### src/rtl/inst_fetch_unit.sv
// inst_fetch_unit: PC-driven req/ack instruction fetch into IR with misalignment check.
// Optional memory-ack timeout enabled by defining FETCH_TIMEOUT_EN.
module inst_fetch_unit #(
   parameter int ADDR_W         = 32,
   parameter int DATA_W         = 32,
   parameter int TIMEOUT_CYCLES = 16
) (
   input  logic              CLK,
   input  logic              RST,
   input  logic              fetchStart,
   input  logic [ADDR_W-1:0] pcIn,
   input  logic              clearErr,
   output logic              memReq,
   output logic [ADDR_W-1:0] memAddr,
   input  logic              memAck,
   input  logic [DATA_W-1:0] memRdata,
   output logic [DATA_W-1:0] IR,
   output logic              fetchDone,
   output logic              busy,
   output logic              misaligned,
   output logic              timeout
);
   typedef enum logic [1:0] {IDLE, REQ, DONE, ERR} state_t;
   state_t state, state_nx;
   logic [ADDR_W-1:0] addr_nx;
   logic [DATA_W-1:0] ir_nx;
   logic mis_nx;
   if (TIMEOUT_CYCLES < 1) begin : g_bad_timeout
      $error("TIMEOUT_CYCLES must be at least 1");
   end
`ifdef FETCH_TIMEOUT_EN
   localparam int CW = $clog2(TIMEOUT_CYCLES + 1);
   logic [CW-1:0] cnt, cnt_nx;
   logic to_nx;
   logic expired;
   assign expired = cnt == CW'(TIMEOUT_CYCLES - 1);
`else
   assign timeout = 1'b0;
`endif
   assign memReq    = state == REQ;
   assign fetchDone = state == DONE;
   assign busy      = state != IDLE;
   always_comb begin
      state_nx = state;
      addr_nx  = memAddr;
      ir_nx    = IR;
      mis_nx   = misaligned;
`ifdef FETCH_TIMEOUT_EN
      cnt_nx   = cnt;
      to_nx    = timeout;
`endif
      case (state)
         IDLE: if (fetchStart) begin
            if (pcIn[1:0] == 2'b00) begin
               state_nx = REQ;
               addr_nx  = pcIn;
`ifdef FETCH_TIMEOUT_EN
               cnt_nx   = '0;
`endif
            end else begin
               state_nx = ERR;
               mis_nx   = 1'b1;
            end
         end
         REQ: if (memAck) begin
            state_nx = DONE;
            ir_nx    = memRdata;
         end
`ifdef FETCH_TIMEOUT_EN
         else if (expired) begin
            state_nx = ERR;
            to_nx    = 1'b1;
         end else cnt_nx = cnt + 1'b1;
`endif
         DONE: state_nx = IDLE;
         ERR: if (clearErr) begin
            state_nx = IDLE;
            mis_nx   = 1'b0;
`ifdef FETCH_TIMEOUT_EN
            to_nx    = 1'b0;
`endif
         end
         default: state_nx = IDLE;
      endcase
   end
   always_ff @(posedge CLK or negedge RST) begin
      if (!RST) begin
         state      <= IDLE;
         memAddr    <= '0;
         IR         <= '0;
         misaligned <= 1'b0;
`ifdef FETCH_TIMEOUT_EN
         cnt        <= '0;
         timeout    <= 1'b0;
`endif
      end else begin
         state      <= state_nx;
         memAddr    <= addr_nx;
         IR         <= ir_nx;
         misaligned <= mis_nx;
`ifdef FETCH_TIMEOUT_EN
         cnt        <= cnt_nx;
         timeout    <= to_nx;
`endif
      end
   end
endmodule

### config.mk
export PLATFORM = sky130hd
export DESIGN_NAME = inst_fetch_unit
export DESIGN_NICKNAME = d
export VERILOG_FILES = /design/src/rtl/inst_fetch_unit.sv
export SDC_FILE = /design/constraint.sdc
export NUM_CORES = 1
export LEC_CHECK = 0
export CORE_MARGIN = 3
export CORE_UTILIZATION = 24
export CTS_CLUSTER_SIZE = 16
export DETAILED_ROUTE_END_ITERATION = 8
export SLEW_MARGIN = 20
export SYNTH_ARGS = -nofsm -noshare
export SYNTH_HDL_FRONTEND = slang
export SYNTH_SLANG_ARGS = --single-unit
### constraint.sdc
create_clock -name CLK -period 3.7 [get_ports CLK]
set_clock_uncertainty 0.15 [all_clocks]
set_input_delay 0.74 -clock CLK [delete_from_list [all_inputs] [get_ports CLK]]
set_output_delay 0.74 -clock CLK [all_outputs]
set_load 0.02 [all_outputs]
==> impl_metrics.env, run 1 <==
export IMPL_start_kind="flop"
export IMPL_insertedDiodeCount=0
export IMPL_synthDistinctLibCells=18
export IMPL_syn_area_per_cell_um2=16.3
export IMPL_area_growth_pct=64.2
export IMPL_synth_nets=227
export IMPL_cp_slowest_cell="clkdlybuf4s50_1"
export IMPL_fin_nets=368
export IMPL_path_max_fanout=9
export IMPL_avgViaCountPerCell=4.00
export IMPL_outcome="finished clean"
export IMPL_swShare_pct=34.4
export IMPL_p_int_mw=2.37
export IMPL_setup_viol=0
export IMPL_drt_first_pass_iters=4
export IMPL_io_buffer_count=136
export IMPL_worst_pin_slew_ns=0.740
export IMPL_ioPinCount=138
export IMPL_cts_sinks=67
export IMPL_antenna_found_initial=0
export IMPL_drt_total_wl_mm=5.99
export IMPL_post_cts_resized=0
export IMPL_critical_path_arrival_ns=1.70
export IMPL_dr_wl_met3_um=799
export IMPL_finalNonFillerCells=439
export IMPL_pre_cts_ws_ns=0.866
export IMPL_drive_gt1_share_pct=25.4
export IMPL_die_x_um=110
export IMPL_gp_congestion=0.686
export IMPL_required_ns=2.81
export IMPL_clock_path_buffers=2
export IMPL_grt_pass1_wl_mm=9.20
export IMPL_start_util_pct=24.9
export IMPL_syn_area_mm2=0.00258
export IMPL_core_mm2=0.0104
export IMPL_routed_wl_met2_mm=2.72
export IMPL_dieHeight_um=110
export IMPL_cts_root_buffer="clkbuf_8"
export IMPL_routedLengthMet1_mm=2.45
export IMPL_power_leakage_nw=1.75
export IMPL_routed_via_count=1754
export IMPL_p_per_area_mw_per_mm2=854
export IMPL_first_global_vias=1835
export IMPL_power_switching_mw=1.25
export IMPL_clkTransAtPathRegs_ns=0.07
export IMPL_rows=37
export IMPL_synthCells=158
export IMPL_ys_ff_latch=67
export IMPL_max_stage_delay_ns=0.55
export IMPL_drt_iter0_drc=42
export IMPL_path_cells="or2_2 -> clkdlybuf4s50_1"
export IMPL_p_clk_share_pct=15.2
export IMPL_gr_total_overflow=0
export IMPL_grt_util_all_layers_pct=10.1
export IMPL_cp_end_kind="primary output"
export IMPL_clk_latency_ns=0.33
export IMPL_seq_power_share_pct=35.5
export IMPL_vdd_drop_max_uv=343
export IMPL_combPwrFrac_pct=49.3
export IMPL_crit_type="reg -> out"
export IMPL_post_cts_setup_buffers=0
export IMPL_rsz0062_at_grt="no"
export IMPL_numCtsBuffers=9
export IMPL_die_area_mm2=0.0120
export IMPL_layout_worst_path_cycle_share_pct=69.9
export IMPL_fin_ws_ns=1.11
export IMPL_relSlewSlack_pct=50.7
export IMPL_drc=0
export IMPL_hpwl_mm=4.49
export IMPL_cts_tree="yes"
export IMPL_slew_violations=0
export IMPL_hold_slack_ns=0.323
export IMPL_hold_buffers=0
export IMPL_hold_violations=0
export IMPL_max_cap_viol_count=0
export IMPL_top_layer="met4"
export IMPL_grt_max_degree=35
export IMPL_ys_warn_count=0
export IMPL_ys_seq_area_share_pct=65.0
export IMPL_antenna_left=0
export IMPL_cts_htree_levels=3
export IMPL_finalCriticalPeriod_ns=2.59
export IMPL_wire_per_inst_um=13.6
export IMPL_dpl_cell_count=424
export IMPL_hold_path_class="in -> async"
export IMPL_max_freq_ghz=0.387
export IMPL_tns_ns=0
synth_stat cells, drive strengths merged:
master  instances  area (um^2)
a21oi           3         15.0
a22oi           1         7.51
buf             9         72.6
conb            1         3.75
dfrtp          67         1680
inv             1         3.75
mux2           62          698
nand2           2         7.51
nand3b          2         15.0
nor2b           5         38.8
nor3b           1         18.8
o21ai           2         10.0
or2             2         12.5
sequential cells by signal (all words and copies together), names as in the netlist:
name	cells
misaligned	1
IR	32
memAddr	32
state	2
area by class of cell:
| cell class | instances | area (um^2) |
|---|---|---|
| Clock inverter | 2 | 10.0 |
| Sequential cell | 67 | 1680 |
| Clock buffer | 13 | 169 |
| Inverter | 1 | 3.75 |
| Multi-Input combinational cell | 81 | 827 |
| Tap cell | 136 | 170 |
| Timing Repair Buffer | 139 | 1380 |
| Fill cell | 1003 | 6130 |
cell families (layout without fill, tap and decap cells):
group	after synthesis	count (layout)	share of synthesized area, %
buffers and inverters	10	155	2.96
other	1	1	0.145
DFF	67	67	65.0
and+or+nand+nor	12	12	3.59
AOI/OAI and AO/OA	6	6	1.26
muxes	62	62	27.1
worst max-delay path, delay by kind of cell (launching register included):
kind / cells / cell delay [ns]
simple gates: 1 / 0.33
flops: 1 / 0.48
buf+inv: 1 / 0.55
through the flow:
stage | cell area [um^2] | total power [mW] | utilization [%]
after floorplan | 2580 | 2.19 | -
after detailed placement | 4060 | 3.11 | 39.1
after global placement | 4060 | 3.09 | 39.1
after global routing | 4240 | 3.85 | 40.8
final | 4240 | 3.62 | 40.8
after CTS | 4240 | 3.69 | 40.8
power groups by stage:
stage               clock (mW)  combinational [mW]  sequential, mW
floorplan                    0               0.485            1.71
global placement             0                1.79            1.30
detailed placement           0                1.81            1.30
CTS                      0.581                1.81            1.29
global route             0.614                1.90            1.34
finish                   0.548                1.78            1.28
layout by cell type, fill, tap and decap left out, drive strengths merged:
cell type      instances
a21oi                  3
a22oi                  1
buf                    4
clkbuf                13
clkdlybuf4s50        135
clkinv                 2
conb                   1
dfrtp                 67
inv                    1
mux2                  62
nand2                  2
nand3b                 2
nor2b                  5
nor3b                  1
o21ai                  2
or2                    2
final timing paths:
check,depth (start not counted),start,endpoint,slack (ns)
worst min-delay path,1,RST,memAddr[19],0.32
min in group CLK,1,memAddr[25],memAddr[25],0.34
worst max register to register,3,state[1],IR[22],1.58
worst max-delay path,2,state[1],busy,1.11
worst min register to register,1,memAddr[25],memAddr[25],0.34
max in group asynchronous,2,RST,memAddr[7],2.14
per-layer routing:
layer  vias to the layer above  GRT usage, %
met5                         -             0
met4                         0          2.40
met3                         2          6.46
met2                        90          15.4
met1                       832          11.9
li1                        830             -
Power figures use the tool's default switching activity.
==> run 2, diff against run 1 <==
==> constraint.sdc (replaced) <==
create_clock -name CLK -period 2.1 [get_ports CLK]
set_clock_uncertainty 0.15 [all_clocks]
set_input_delay 0.42 -clock CLK [delete_from_list [all_inputs] [get_ports CLK]]
set_output_delay 0.42 -clock CLK [all_outputs]
set_load 0.02 [all_outputs]
==> impl_metrics.env, run 2 (same netlist as run 1, synthesis figures left out) <==
export IMPL_outcome="finished clean"
export IMPL_fillers=986
export IMPL_layout_worst_path_cycle_share_pct=92.3
export IMPL_pre_cts_ws_ns=-0.115
export IMPL_cts_sinks=67
export IMPL_required_ns=1.53
export IMPL_insertedDiodeCount=0
export IMPL_p_per_area_mw_per_mm2=1500
export IMPL_grt_max_degree=35
export IMPL_rsz0062_at_grt="no"
export IMPL_die_area_mm2=0.0120
export IMPL_io_buffer_count=136
export IMPL_hold_slack_ns=0.335
export IMPL_clkTransAtPathRegs_ns=0.07
export IMPL_setup_viol=0
export IMPL_clk_latency_ns=0.33
export IMPL_core_mm2=0.0104
export IMPL_antenna_left=0
export IMPL_drt_iter0_drc=32
export IMPL_cts_htree_levels=3
export IMPL_post_cts_setup_buffers=0
export IMPL_fin_nets=376
export IMPL_grt_pass1_wl_mm=9.86
export IMPL_critical_path_arrival_ns=1.37
export IMPL_vdd_drop_max_uv=589
export IMPL_max_freq_ghz=0.516
export IMPL_slew_violations=0
export IMPL_seqCellArea_mm2=0.00168
export IMPL_path_max_fanout=4
export IMPL_avgViaCountPerCell=4.07
export IMPL_drt_first_pass_iters=2
export IMPL_start_kind="flop"
export IMPL_dpl_cell_count=431
export IMPL_area_growth_pct=68.0
export IMPL_finalCriticalPeriod_ns=1.94
export IMPL_gr_total_overflow=0
export IMPL_start_util_pct=24.9
export IMPL_hpwl_mm=4.64
export IMPL_multi_input_area_um2=827
export IMPL_hold_path_class="reg -> reg"
export IMPL_die_x_um=110
export IMPL_routed_via_count=1825
export IMPL_fin_ws_ns=0.161
export IMPL_drt_total_wl_mm=6.15
export IMPL_ioPinCount=138
export IMPL_grt_util_all_layers_pct=10.7
export IMPL_hold_violations=0
export IMPL_layout_common_cells="132 x clkdlybuf4s50_1, 67 x dfrtp_1, 56 x mux2_2"
export IMPL_r2r_slack_ns=0.31
export IMPL_power_leakage_nw=1.81
export IMPL_numCtsBuffers=9
export IMPL_rows=37
export IMPL_gp_congestion=0.615
export IMPL_wire_per_inst_um=13.7
export IMPL_first_global_vias=2054
export IMPL_drive_gt1_share_pct=26.9
export IMPL_antenna_found_initial=0
export IMPL_cts_root_buffer="clkbuf_8"
export IMPL_reg_top3="IR: 32 flops, memAddr: 32 flops, state: 2 flops"
export IMPL_dieHeight_um=110
export IMPL_drc=0
export IMPL_finalNonFillerCells=448
export IMPL_cp_end_kind="primary output"
export IMPL_clock_path_buffers=2
export IMPL_cts_tree="yes"
export IMPL_crit_type="reg -> out"
export IMPL_final_common_cell="clkdlybuf4s50_1"
export IMPL_max_cap_viol_count=0
-- run 2: changes by cell type in the layout (fill, tap and decap cells not counted), sizes merged --
cell           previous run  this run
buf                       4        11
clkdlybuf4s50           135       132
dlygate4sd2               0         3
clkinvlp                  0         2
bufinv                    0         1
clkbuf                   13        12
clkinv                    2         1
dlygate4sd3               0         1
-- run 2: worst paths after layout --
path | cells past startpoint | startpoint | to
max | 2 | state[1] | busy
min | 1 | memAddr[27] | memAddr[27]
max reg2reg | 5 | state[0] | memAddr[14]
min reg2reg | 1 | memAddr[27] | memAddr[27]
max in group asynchronous | 3 | RST | IR[2]
min in group asynchronous | 3 | RST | memAddr[17]
-- run 2: area by class of cell --
| cell class | count | share of cell area (%) |
|---|---|---|
| inverter | 1 | 0.0866 |
| clock buffer | 12 | 3.35 |
| tap | 136 | 3.92 |
| clock inverter | 4 | 1.15 |
| sequential | 67 | 38.7 |
| multi-input combinational | 81 | 19.1 |
| timing repair buffer | 147 | 33.7 |
-- run 2: power by group --
part	internal (mW)	switching (mW)	leakage [nW]	total, mW
clock	0.580	0.472	0.0926	1.05
combinational	1.77	1.45	0.910	3.22
sequential	1.93	0.311	0.803	2.24
-- run 2: metrics by stage --
step	utilization (%)	instance area, um^2	total power, mW	setup TNS [ns]
finish	41.8	4340	6.51	0
global route	41.8	4340	6.95	0
CTS	41.8	4340	6.65	0
detailed placement	39.9	4130	5.55	-2.98
global placement	39.9	4130	5.50	-2.06
floorplan	-	2580	3.86	0
-- run 2: worst max-delay path, cell delays in order (launching register included) --
cell	delay (ns)
dfrtp_1	0.41
or2_2	0.30
dlygate4sd2_1	0.33
-- run 2: metal layers --
layer  GRT usage [%]  part of all wire (%)
met5               0                     0
met4            4.54                   1.4
met3            5.34                    13
met2            17.2                    46
met1            12.0                    40
-- run 2: repair_timing --
action	CTS	global route
setup endpoints to repair	3	0
resized for setup	3	0
hold buffers	1	0
endpoints found under the hold margin	67	0
